[src/rtl/seq_divider.sv]
// Iterative radix-2 restoring unsigned divider: 2*WIDTH-bit dividend / WIDTH-bit divisor.
// One quotient bit per clock, valid/ready on both sides, one operation in flight.
module seq_divider #(
  parameter int WIDTH = 32,
  parameter int CNT_W = 6
) (
  input  logic               clk,
  input  logic               rst_n,
  input  logic               in_valid,
  output logic               in_ready,
  input  logic [2*WIDTH-1:0] dividend,
  input  logic [WIDTH-1:0]   divisor,
  output logic               out_valid,
  input  logic               out_ready,
  output logic [WIDTH-1:0]   quotient,
  output logic [WIDTH-1:0]   remainder,
  output logic               div_by_zero,
  output logic               overflow,
  output logic               busy
);

  typedef enum logic [1:0] {
    IDLE,
    CHECK,
    RUN,
    DONE
  } state_t;

  state_t             state;
  logic [2*WIDTH-1:0] dividend_q;
  logic [WIDTH-1:0]   divisor_q;
  logic [WIDTH:0]     rem_q;
  logic [WIDTH-1:0]   quo_q;
  logic [CNT_W-1:0]   count;

  logic [WIDTH-1:0]   dvd_hi;
  logic [WIDTH-1:0]   dvd_lo;
  logic [WIDTH+1:0]   trial;
  logic               borrow;
  logic [WIDTH:0]     rem_next;
  logic [WIDTH-1:0]   quo_next;

  assign dvd_hi   = dividend_q[2*WIDTH-1:WIDTH];
  assign dvd_lo   = dividend_q[WIDTH-1:0];
  assign in_ready = (state == IDLE);
  assign busy     = (state != IDLE);

  // One restoring step: shift {R,Q} left, try subtracting the divisor, keep the
  // difference only when it did not borrow.
  // NOTE: combinational logic uses blocking '=' and assigns every output on
  // every path, so no latch is inferred; clocked state below uses '<=' only.
  always_comb begin
    trial    = {rem_q, quo_q[WIDTH-1]} - {2'b00, divisor_q};
    borrow   = trial[WIDTH+1];
    rem_next = borrow ? {rem_q[WIDTH-1:0], quo_q[WIDTH-1]} : trial[WIDTH:0];
    quo_next = {quo_q[WIDTH-2:0], ~borrow};
  end

  // NOTE: every register here, including the operand and datapath registers,
  // is cleared by reset so no X can ever reach the result outputs.
  always_ff @(posedge clk or negedge rst_n) begin
    if (!rst_n) begin
      state       <= IDLE;
      dividend_q  <= '0;
      divisor_q   <= '0;
      rem_q       <= '0;
      quo_q       <= '0;
      count       <= '0;
      out_valid   <= 1'b0;
      quotient    <= '0;
      remainder   <= '0;
      div_by_zero <= 1'b0;
      overflow    <= 1'b0;
    end else begin
      case (state)
        IDLE: begin
          if (in_valid) begin
            dividend_q <= dividend;
            divisor_q  <= divisor;
            state      <= CHECK;
          end
        end

        // Divide-by-zero is tested first so it wins over overflow.
        CHECK: begin
          if (divisor_q == '0) begin
            div_by_zero <= 1'b1;
            overflow    <= 1'b0;
            quotient    <= '1;
            remainder   <= dvd_lo;
            out_valid   <= 1'b1;
            state       <= DONE;
          end else if (dvd_hi >= divisor_q) begin
            div_by_zero <= 1'b0;
            overflow    <= 1'b1;
            quotient    <= '1;
            remainder   <= '0;
            out_valid   <= 1'b1;
            state       <= DONE;
          end else begin
            rem_q <= {1'b0, dvd_hi};
            quo_q <= dvd_lo;
            count <= CNT_W'(WIDTH - 1);
            state <= RUN;
          end
        end

        RUN: begin
          rem_q <= rem_next;
          quo_q <= quo_next;
          if (count == '0) begin
            quotient    <= quo_next;
            remainder   <= rem_next[WIDTH-1:0];
            div_by_zero <= 1'b0;
            overflow    <= 1'b0;
            out_valid   <= 1'b1;
            state       <= DONE;
          end else begin
            count <= count - CNT_W'(1);
          end
        end

        DONE: begin
          if (out_ready) begin
            out_valid <= 1'b0;
            state     <= IDLE;
          end
        end

        default: state <= IDLE;
      endcase
    end
  end

endmodule

[config.mk]
export PLATFORM = sky130hd
export DESIGN_NAME = seq_divider
export DESIGN_NICKNAME = d
export VERILOG_FILES = /design/src/rtl/seq_divider.sv
export SDC_FILE = /design/constraint.sdc
export NUM_CORES = 1
export LEC_CHECK = 0
export CELL_PAD_IN_SITES_DETAIL_PLACEMENT = 1
export CELL_PAD_IN_SITES_GLOBAL_PLACEMENT = 2
export CORE_ASPECT_RATIO = 0.5
export CORE_UTILIZATION = 35
export DETAILED_ROUTE_END_ITERATION = 8
export PLACE_DENSITY_LB_ADDON = 0.1
export SYNTH_ARGS = -nofsm -noshare
export SYNTH_HDL_FRONTEND = slang
export SYNTH_SLANG_ARGS = --single-unit
[constraint.sdc]
create_clock -name clk -period 3.7 [get_ports clk]
set_clock_uncertainty 0.05 [all_clocks]
set_input_delay 0.37 -clock clk [delete_from_list [all_inputs] [get_ports clk]]
set_output_delay 0.37 -clock clk [all_outputs]
set_load 0.01 [all_outputs]
==> flow_summary.toml <==
[status]
status = "finished clean"

[timing]
period_minus_slack_ns = 3.532
fmax_ghz = 0.2831
final_hold_viol_count = 0
tightest_slew_ns = 0.9676
drv_slew = 0
setup_viol = 0
relSlewSlack_pct = 35.14
rsz0062_at_grt = "no"
fin_crit_sh_pct = 95.45

[global_route]
grt_pass1_wl_mm = 63.53
gr-total-overflow = 0
grt_pass1_vias = 10630
antenna_found_initial = 1
grt_usage_pct = 22.02
grt_start_max_net_pins = 113

[setup_path]
slowest_stage = "mux2i_2"
critical_path.startpoint_type = "flip-flop"
cp_max_fo = 8
endpoint_kind = "flip-flop"
rr_endpoint = "remainder[13]"
worst-r2r-setup-slack_ns = 0.17
cp_slowest_stage_delay_ns = 0.55
cp.required_ns = 4.13
path_cells = "inv_1 > ha_1 > nor2b_1 > o2111ai_2 > a2111oi_4 > o31ai_4 > a21oi_2 > a21boi_4 > xnor2_4 > mux2i_2 > o22a_1"
crit_arrival_ns = 3.96
r2r-start = "divisor_q[1]"
reg2regPathDepth = 11
critical_path_class = "reg -> reg"

[hold_path]
hp-class = "in -> reg"
hp-start = "divisor[2]"
hold_end = "divisor_q[2]"
min_path_cells = 2

[layout]
finish.utilization_pct = 45.17
fillers = 3928
fin_nets = 1573
area_growth_pct = 26.81
seq_area_sq_mm = 0.005906
multi_input_area_sq_mm = 0.006499
drive_gt1_share_pct = 14.99
fin_area_sq_mm = 0.01626

[clocking]
cts_root_buf = "clkbuf_16"
htreeDepth = 1
clkSlewWorstSetupHoldPaths_ns = 0.07
ctsLongestPathBuffers = 3
cts_tree = "yes"
clk_latency_ns = 0.56
cts_sinks = 236
cts_buffers = 24

[yosys]
synth_cells = 1223
avgSynthCellArea_sq_um = 10.48
async_flop_share_pct = 100.0
syn-num-nets = 1393
synth_ff_type = "dfrtp_1"
ys_seq_area_share_pct = 46.07
ys_ff_latch = 236
ys_types = 73
synth_warnings = 0
synth_edf_count = 0
syn_area_sq_mm = 0.01282

[floorplanning]
ioPinCount = 169
rows = 49
core_sq_mm = 0.03599
dieArea_sq_mm = 0.03744
initial_core_util_pct = 35.62
fp.dieW_microns = 272.6
die_y_microns = 137.3

[place]
gp_congestion = 0.8407
place_area_sq_mm = 0.01530
hpwl_mm = 30.48
io_buffers = 168

[drt]
routed_wl_mm = 40.79
drtIter0Drc = 666
ant_nets = 0
first_pass_iters = 4
viasPerCell = 5.402
wl_per_cell_microns = 21.40
vias = 10300
drc = 0

[run]
max_cap_violations = 0
critical path, delay by kind of cell, from the launching register on:
| kind | cells | cell delay (ns) |
|---|---|---|
| AO/OA/AOI/OAI | 6 | 1.41 |
| XOR/XNOR | 1 | 0.42 |
| adder cells (fa/ha/maj) | 1 | 0.28 |
| buffers and inverters | 1 | 0.10 |
| flip-flops | 1 | 0.43 |
| multiplexers | 1 | 0.55 |
| AND/OR/NAND/NOR | 1 | 0.20 |
metal layers:
layer  global-route usage (%)  wire length, microns
met1                    33.09                 21100
met5                        0                     0
met4                    3.496                   553
met2                    33.19                 17360
met3                    4.008                  1784
logic make-up (layout without fill, tap and decap cells):
kind of cell    after synthesis  in the layout  share of synthesized area [%]
compound gates              323            323                          16.62
flops                       236            236                          46.07
mux                         163            163                          13.72
xor+xnor                     30             30                          2.255
buf+inv                     113            311                          3.602
fa+ha+maj                    70             70                          6.891
other cells                   0              1                              0
simple gates                288            288                          10.83
sequential cells by signal, indices dropped and copies added, names as in the netlist:
signal / cells
dividend_q: 64
overflow: 1
rem_q: 33
divisor_q: 32
out_valid: 1
state: 2
quotient: 32
quo_q: 32
count: 6
remainder: 32
div_by_zero: 1
metrics by stage:
step / worst slack [ns] / TNS [ns] / cells / hold slack [ns]
detailed placement: -0.2031 / -0.3819 / 1857 / 0.4340
global placement: -0.1472 / -0.2780 / 1857 / 0.4242
CTS: 0.002045 / 0 / 1902 / 0.3423
global route: 0.004472 / 0 / 1905 / 0.3569
finish: 0.1682 / 0 / 1906 / 0.3695
floorplan: 0.6644 / 0 / 1223 / 0.02441
synth_stat cells, types with 2 or more instances:
cell type | number | area share [%]
ha_1 | 69 | 6.7
a2111oi_0 | 2 | 0.14
nand2_1 | 116 | 3.4
buf_6 | 2 | 0.18
a21o_1 | 22 | 1.3
buf_2 | 9 | 0.35
o22a_1 | 33 | 2.3
clkbuf_1 | 45 | 1.3
a31oi_1 | 3 | 0.15
a21oi_1 | 88 | 3.4
or3_1 | 7 | 0.34
nand4_1 | 17 | 0.83
o211ai_1 | 32 | 1.9
o21bai_1 | 2 | 0.12
nor3b_1 | 2 | 0.12
o21ai_0 | 89 | 3.5
and3_1 | 25 | 1.2
o31ai_1 | 4 | 0.23
nor2_1 | 32 | 0.94
a21oi_2 | 2 | 0.14
nand2b_1 | 7 | 0.34
buf_1 | 7 | 0.21
mux2i_1 | 61 | 4.8
inv_1 | 49 | 1.4
o221a_2 | 3 | 0.26
nor2b_1 | 7 | 0.34
dfrtp_1 | 236 | 46
nand3_1 | 37 | 1.4
o22ai_1 | 3 | 0.15
a211oi_1 | 9 | 0.53
xnor2_1 | 17 | 1.2
o21a_1 | 3 | 0.18
or4_1 | 3 | 0.18
and4_1 | 2 | 0.14
a2111o_1 | 2 | 0.18
mux2_2 | 102 | 9.0
xor2_1 | 11 | 0.75
a21boi_0 | 2 | 0.12
and2_1 | 6 | 0.29
nor3_1 | 14 | 0.55
a41oi_1 | 2 | 0.14
nor4_1 | 8 | 0.39
worst max-delay path by stage:
stage	from	endpoint	slack (ns)
floorplan	divisor_q[0]	rem_q[30]	0.66
global placement	divisor_q[1]	remainder[13]	-0.15
global route	divisor_q[1]	remainder[13]	0.004
detailed placement	divisor_q[1]	remainder[13]	-0.20
CTS	divisor_q[1]	remainder[13]	0.002
finish	divisor_q[1]	remainder[13]	0.17
cell usage in the layout (no fill, tap or decap), types with 8 or more instances in the layout:
cell type        instances
mux2i_1                 58
a21o_1                  22
inv_1                   49
o22a_1                  33
clkbuf_16               25
buf_4                   39
a21oi_1                 87
nor2_1                  32
ha_1                    68
nor4_1                   8
nand4_1                 17
clkdlybuf4s50_1        167
xnor2_1                 17
o21ai_0                 89
a211oi_1                 9
dfrtp_1                236
nor3_1                  13
xor2_1                  11
mux2_2                 102
buf_12                   9
and3_1                  25
o211ai_1                32
nand3_1                 37
nand2_1                113
area by class of cell:
| class | instances | area share, % |
|---|---|---|
| clock buffers | 38 | 4.449 |
| repair buffers | 218 | 13.50 |
| inverters | 49 | 1.131 |
| well taps | 484 | 3.725 |
| diodes | 1 | 0.01539 |
| clock inverters | 6 | 0.8698 |
| multi-input cells | 874 | 39.98 |
| flip-flops and latches | 236 | 36.33 |
what timing repair did:
action,CTS,global route
pin swaps,0,2
setup endpoints to repair,2,6
setup buffers,0,2
cloned,0,1
resized for setup,1,4
hold buffers,1,0
hold endpoints to repair,107,0
Power is not shown: default switching activity piles up to over one toggle a cycle in this logic, so the estimate is an artifact.
==> edit 1, RTL diff (same flow settings) <==
Change the parameter `CNT_W` from 6 to 12.
--- a/src/rtl/seq_divider.sv
+++ b/src/rtl/seq_divider.sv
@@ -2,7 +2,7 @@
 // One quotient bit per clock, valid/ready on both sides, one operation in flight.
 module seq_divider #(
   parameter int WIDTH = 32,
-  parameter int CNT_W = 6
+  parameter int CNT_W = 12
 ) (
   input  logic               clk,
   input  logic               rst_n,
Check against the original RTL: no difference found for any inputs over 4 cycles, from zero or initial values and one cycle with rst_n low; that may be too few to reach the edited logic, so the function may still have changed.
==> edit 1 against the unedited design <==
- die area rose by 3.1%
- sequential cell count grew 6
- routed wire length increased by 8.0%
- utilization increased by 0.67 points
- synthesized area is 3.2% higher
- hold slack worse by 0.0053 ns
- synthesized cell count up 4.5%
- worst setup slack lost 0.025 ns
- design area up 3.0%
- critical path depth is 2 higher
Power is not shown: default switching activity piles up to over one toggle a cycle in this logic, so the estimate is an artifact.
==> edit 1: results <==
[global_route]
antenna_found_initial = 1
grt_use_total_pct = 23.0
grt_pass1_vias = 11500
grt_max_degree = 90
grt_overflow = 0
grt_first_pass_wirelength_mm = 69.2

[synth]
ys_warn_count = 0
async_flop_share_pct = 100
ys_seq_area_share_pct = 45.8
synth_area_leaders = dfrtp_1 46%, mux2_2 8.3%, ha_1 6.5%
ys.flop_type = dfrtp_1
synthDistinctLibCells = 78
synthTopCellsByCount = 242 x dfrtp_1, 154 x nand2_1, 97 x mux2_2
synth_nets = 1448

[cells_and_area]
top_regs = dividend_q (64), rem_q (33)
finish.net_count = 1654
drive_above_1_share_pct = 16.7
n_fill_cell = 4049

[clock_tree]
clk_pin_slew_ns = 0.07
htreeDepth = 1
clockBufferDepth = 3
cts_root_buf = clkbuf_16
cts_buffers = 24
clk_latency_ns = 0.55

[routing]
ant_nets = 0
dr.pass1.iters = 4
via_per_inst = 5.49
wl_per_cell_microns = 22.2
drtIter0Drc = 712

[timing]
drv_slew = 0
tightest_slew_ns = 0.660

[setup_path]
arrival_ns = 3.93
startpoint = divisor_q[22]$_DFFE_PN0P_
cp_max_fo = 15

[placement]
gp_congestion = 0.928
port_buffers = 168
hpwlAfterDp_mm = 33.6

[outcome]
status = complete, no violations

[worst_hold_path]
hp-class = in -> async
edit 1: cell types whose count changed in the layout (fill, tap and decap cells not counted), sizes merged, moves of 7 or more:
| cell | change |
|---|---|
| buf | +35 |
| mux2i | -9 |
| nand3 | +7 |
| xor2 | +7 |
| o221ai | +26 |
| nor4 | +7 |
| nand2 | +40 |
| a21oi | -33 |
| clkinv | +7 |
| nor2 | +15 |
| and3 | -20 |
| o21ai | -14 |
edit 1: worst max-delay path, stage by stage (launching register included):
cell	delay, ns
dfrtp_1	0.40
inv_1	0.11
ha_1	0.38
a21oi_1	0.23
o21bai_1	0.16
a311o_1	0.39
a21oi_1	0.21
o31a_1	0.22
a21oi_1	0.14
nor2_4	0.17
buf_12	0.20
mux2i_2	0.47
buf_4	0.19
o211ai_1	0.09
edit 1: worst paths after layout:
check                                             end  slack, ns  cells past startpoint
setup / recovery             remainder[7]$_DFFE_PN0P_       0.14                     13
hold / removal             dividend_q[58]$_DFFE_PN0P_       0.36                      2
setup reg to reg             remainder[7]$_DFFE_PN0P_       0.14                     13
hold reg to reg             remainder[12]$_DFFE_PN0P_       0.44                      2
max in group asynchronous    quotient[12]$_DFFE_PN0P_       2.29                      3
min in group clk           dividend_q[43]$_DFFE_PN0P_       0.38                      2
edit 1: kinds of logic after synthesis:
logic type | synth area share [%]
mux | 12.2
flops | 45.8
xor+xnor | 2.12
fa+ha+maj | 6.68
simple gates | 12.6
compound gates | 16.6
buf+inv | 4.08
edit 1: per-stage QoR:
stage | cell area (sq um) | worst slack, ns | instances | TNS [ns] | util, %
2_1_floorplan | 13200 | 0.660 | 1278 | 0 | -
3_3_place_gp | 15900 | 0.0616 | 1939 | 0 | 43.6
3_5_place_dp | 15900 | -0.0231 | 1939 | -0.0290 | 43.6
4_1_cts | 16700 | 0.116 | 1984 | 0 | 45.8
5_1_grt | 16700 | 0.00189 | 1986 | 0 | 45.8
6_report | 16700 | 0.143 | 1987 | 0 | 45.8
edit 1: metal layers:
metal  global-route usage (%)  up-vias  part of all wire [%]
li1                         -     5087                     -
met1                     34.9     5546                    51
met2                     34.7      243                    42
met3                     3.68       41                   5.4
met4                     3.86        0                   1.6
met5                        0        -                     0
edit 1: what timing repair did:
action                                  in CTS  in global routing
endpoints found under the hold margin       78                  0
endpoints found under the setup margin       2                 18
setup buffers                                0                  2
resized for setup                            1                  6
pin swaps                                    0                  1
hold buffers                                 1                  0
edit 1: layout make-up:
class / instances / area (sq um) / area share (%)
multi-input combinational: 910 / 6670 / 39.8
sequential: 242 / 6060 / 36.2
timing repair buffer: 252 / 2460 / 14.7
clock buffer: 35 / 702 / 4.19
tap: 484 / 606 / 3.62
inverter: 54 / 203 / 1.21
clock inverter: 9 / 58.8 / 0.351
antenna: 1 / 2.50 / 0.0149
==> edit 2, RTL diff (config.mk and constraints unchanged) <==
Without the edit above. Add an input register stage for `dividend` and `divisor`; this delays them by one clock. The other inputs are not delayed to match.
--- a/src/rtl/seq_divider.sv
+++ b/src/rtl/seq_divider.sv
@@ -25,6 +25,14 @@
     RUN,
     DONE
   } state_t;
+
+  logic [2*WIDTH-1:0] dividend_r;
+  logic [WIDTH-1:0] divisor_r;
+
+  always_ff @(posedge clk) begin
+    dividend_r <= dividend;
+    divisor_r  <= divisor;
+  end
 
   state_t             state;
   logic [2*WIDTH-1:0] dividend_q;
@@ -75,8 +83,8 @@
       case (state)
         IDLE: begin
           if (in_valid) begin
-            dividend_q <= dividend;
-            divisor_q  <= divisor;
+            dividend_q <= dividend_r;
+            divisor_q  <= divisor_r;
             state      <= CHECK;
           end
         end
Check against the original RTL: not equivalent (a bounded check fails within 4 cycles, from zero or initial values and one cycle with rst_n low).
==> edit 2 against the unedited design <==
- the flow now finishes with violations (design-rule violations)
- count of clock-buffer cells in the layout increased by 12
- design area increased by 16%
- sequential cell count increased by 96
- synthesized area increased by 17%
- routed wire length increased by 14%
- worst setup slack got worse by 0.13 ns
- non-clock buffer count decreased by 5
- critical path type unchanged
- critical endpoint is now rem_q[16]$_DFFE_PN0P_
- largest cell class is now sequential cells
Power is not shown: default switching activity piles up to over one toggle a cycle in this logic, so the estimate is an artifact.
==> edit 2: results <==
[synth]
synthDistinctLibCells = 82
synthTopCellsByCount = 236 x dfrtp_1, 100 x nand2_1, 98 x a21oi_1, 98 x mux2_2, 96 x dfxtp_1
synth_area_leaders = dfrtp_1 39%, dfxtp_1 13%, mux2_2 7.4%
async_flop_share_pct = 71.1
ys_warn_count = 0
ys_seq_area_share_pct = 52.2
synth_nets = 1510
synth_cells = 1340

[clock_tree]
htreeDepth = 2
clk_latency_ns = 0.53

[global_route]
grt_use_total_pct = 21.8
grt_pass1_vias = 11800
grt_first_pass_wirelength_mm = 72.5

[placement]
place_inst = 2060
dpl_cell_area_sq_um = 17500
hpwlAfterDp_mm = 34.1
gp_congestion = 0.909

[routing]
via_per_inst = 5.29
dr.pass1.iters = 6
drtIter0Drc = 618
wl_per_cell_microns = 21.9
drc = 4
wl_mm = 46.6

[setup_path]
cp_max_fo = 12
r2r-end = rem_q[16]$_DFFE_PN0P_
cp_slowest_stage_delay_ns = 0.65
critical_path_class = reg -> reg
ff2ff_setup_slack_ns = 0.04
arrival_ns = 3.99

[timing]
relSlewSlack_pct = 43.8
max_freq_ghz = 0.273

[worst_hold_path]
hold_end = divisor_r[31]$_DFF_P_

[cells_and_area]
finish.net_count = 1691
top_regs = dividend_q (64), dividend_r (64), rem_q (33)

[outcome]
status = finished with violations
violations = design-rule violations
## edit 2: logic make-up (layout without fill, tap and decap cells)
logic type / count (synthesis) / in the layout / synth area share [%]
flops: 332 / 332 / 52.2
simple gates: 329 / 330 / 11.4
compound gates: 309 / 309 / 14.4
mux: 153 / 153 / 11.1
buf+inv: 125 / 331 / 3.67
fa+ha+maj: 70 / 70 / 5.90
xor+xnor: 22 / 22 / 1.29
other cells: 0 / 2 / 0
## edit 2: area by class of cell
cell class                      count  area (sq um)
Fill cell                        4546         23300
Clock inverter                     12           173
Tap cell                          577           722
Multi-Input combinational cell    884          6730
Clock buffer                       50           992
Inverter                           56           210
Sequential cell                   332          7830
Timing Repair Buffer              213          2140
Antenna cell                        2          5.00
## edit 2: per-layer routing
metal | GRT usage (%) | part of all wire (%) | wire length, microns
met5 | 0 | 0 | 0
met4 | 4.30 | 1.6 | 746
met3 | 5.87 | 6.5 | 3030
met2 | 31.3 | 42 | 19500
met1 | 32.5 | 50 | 23300
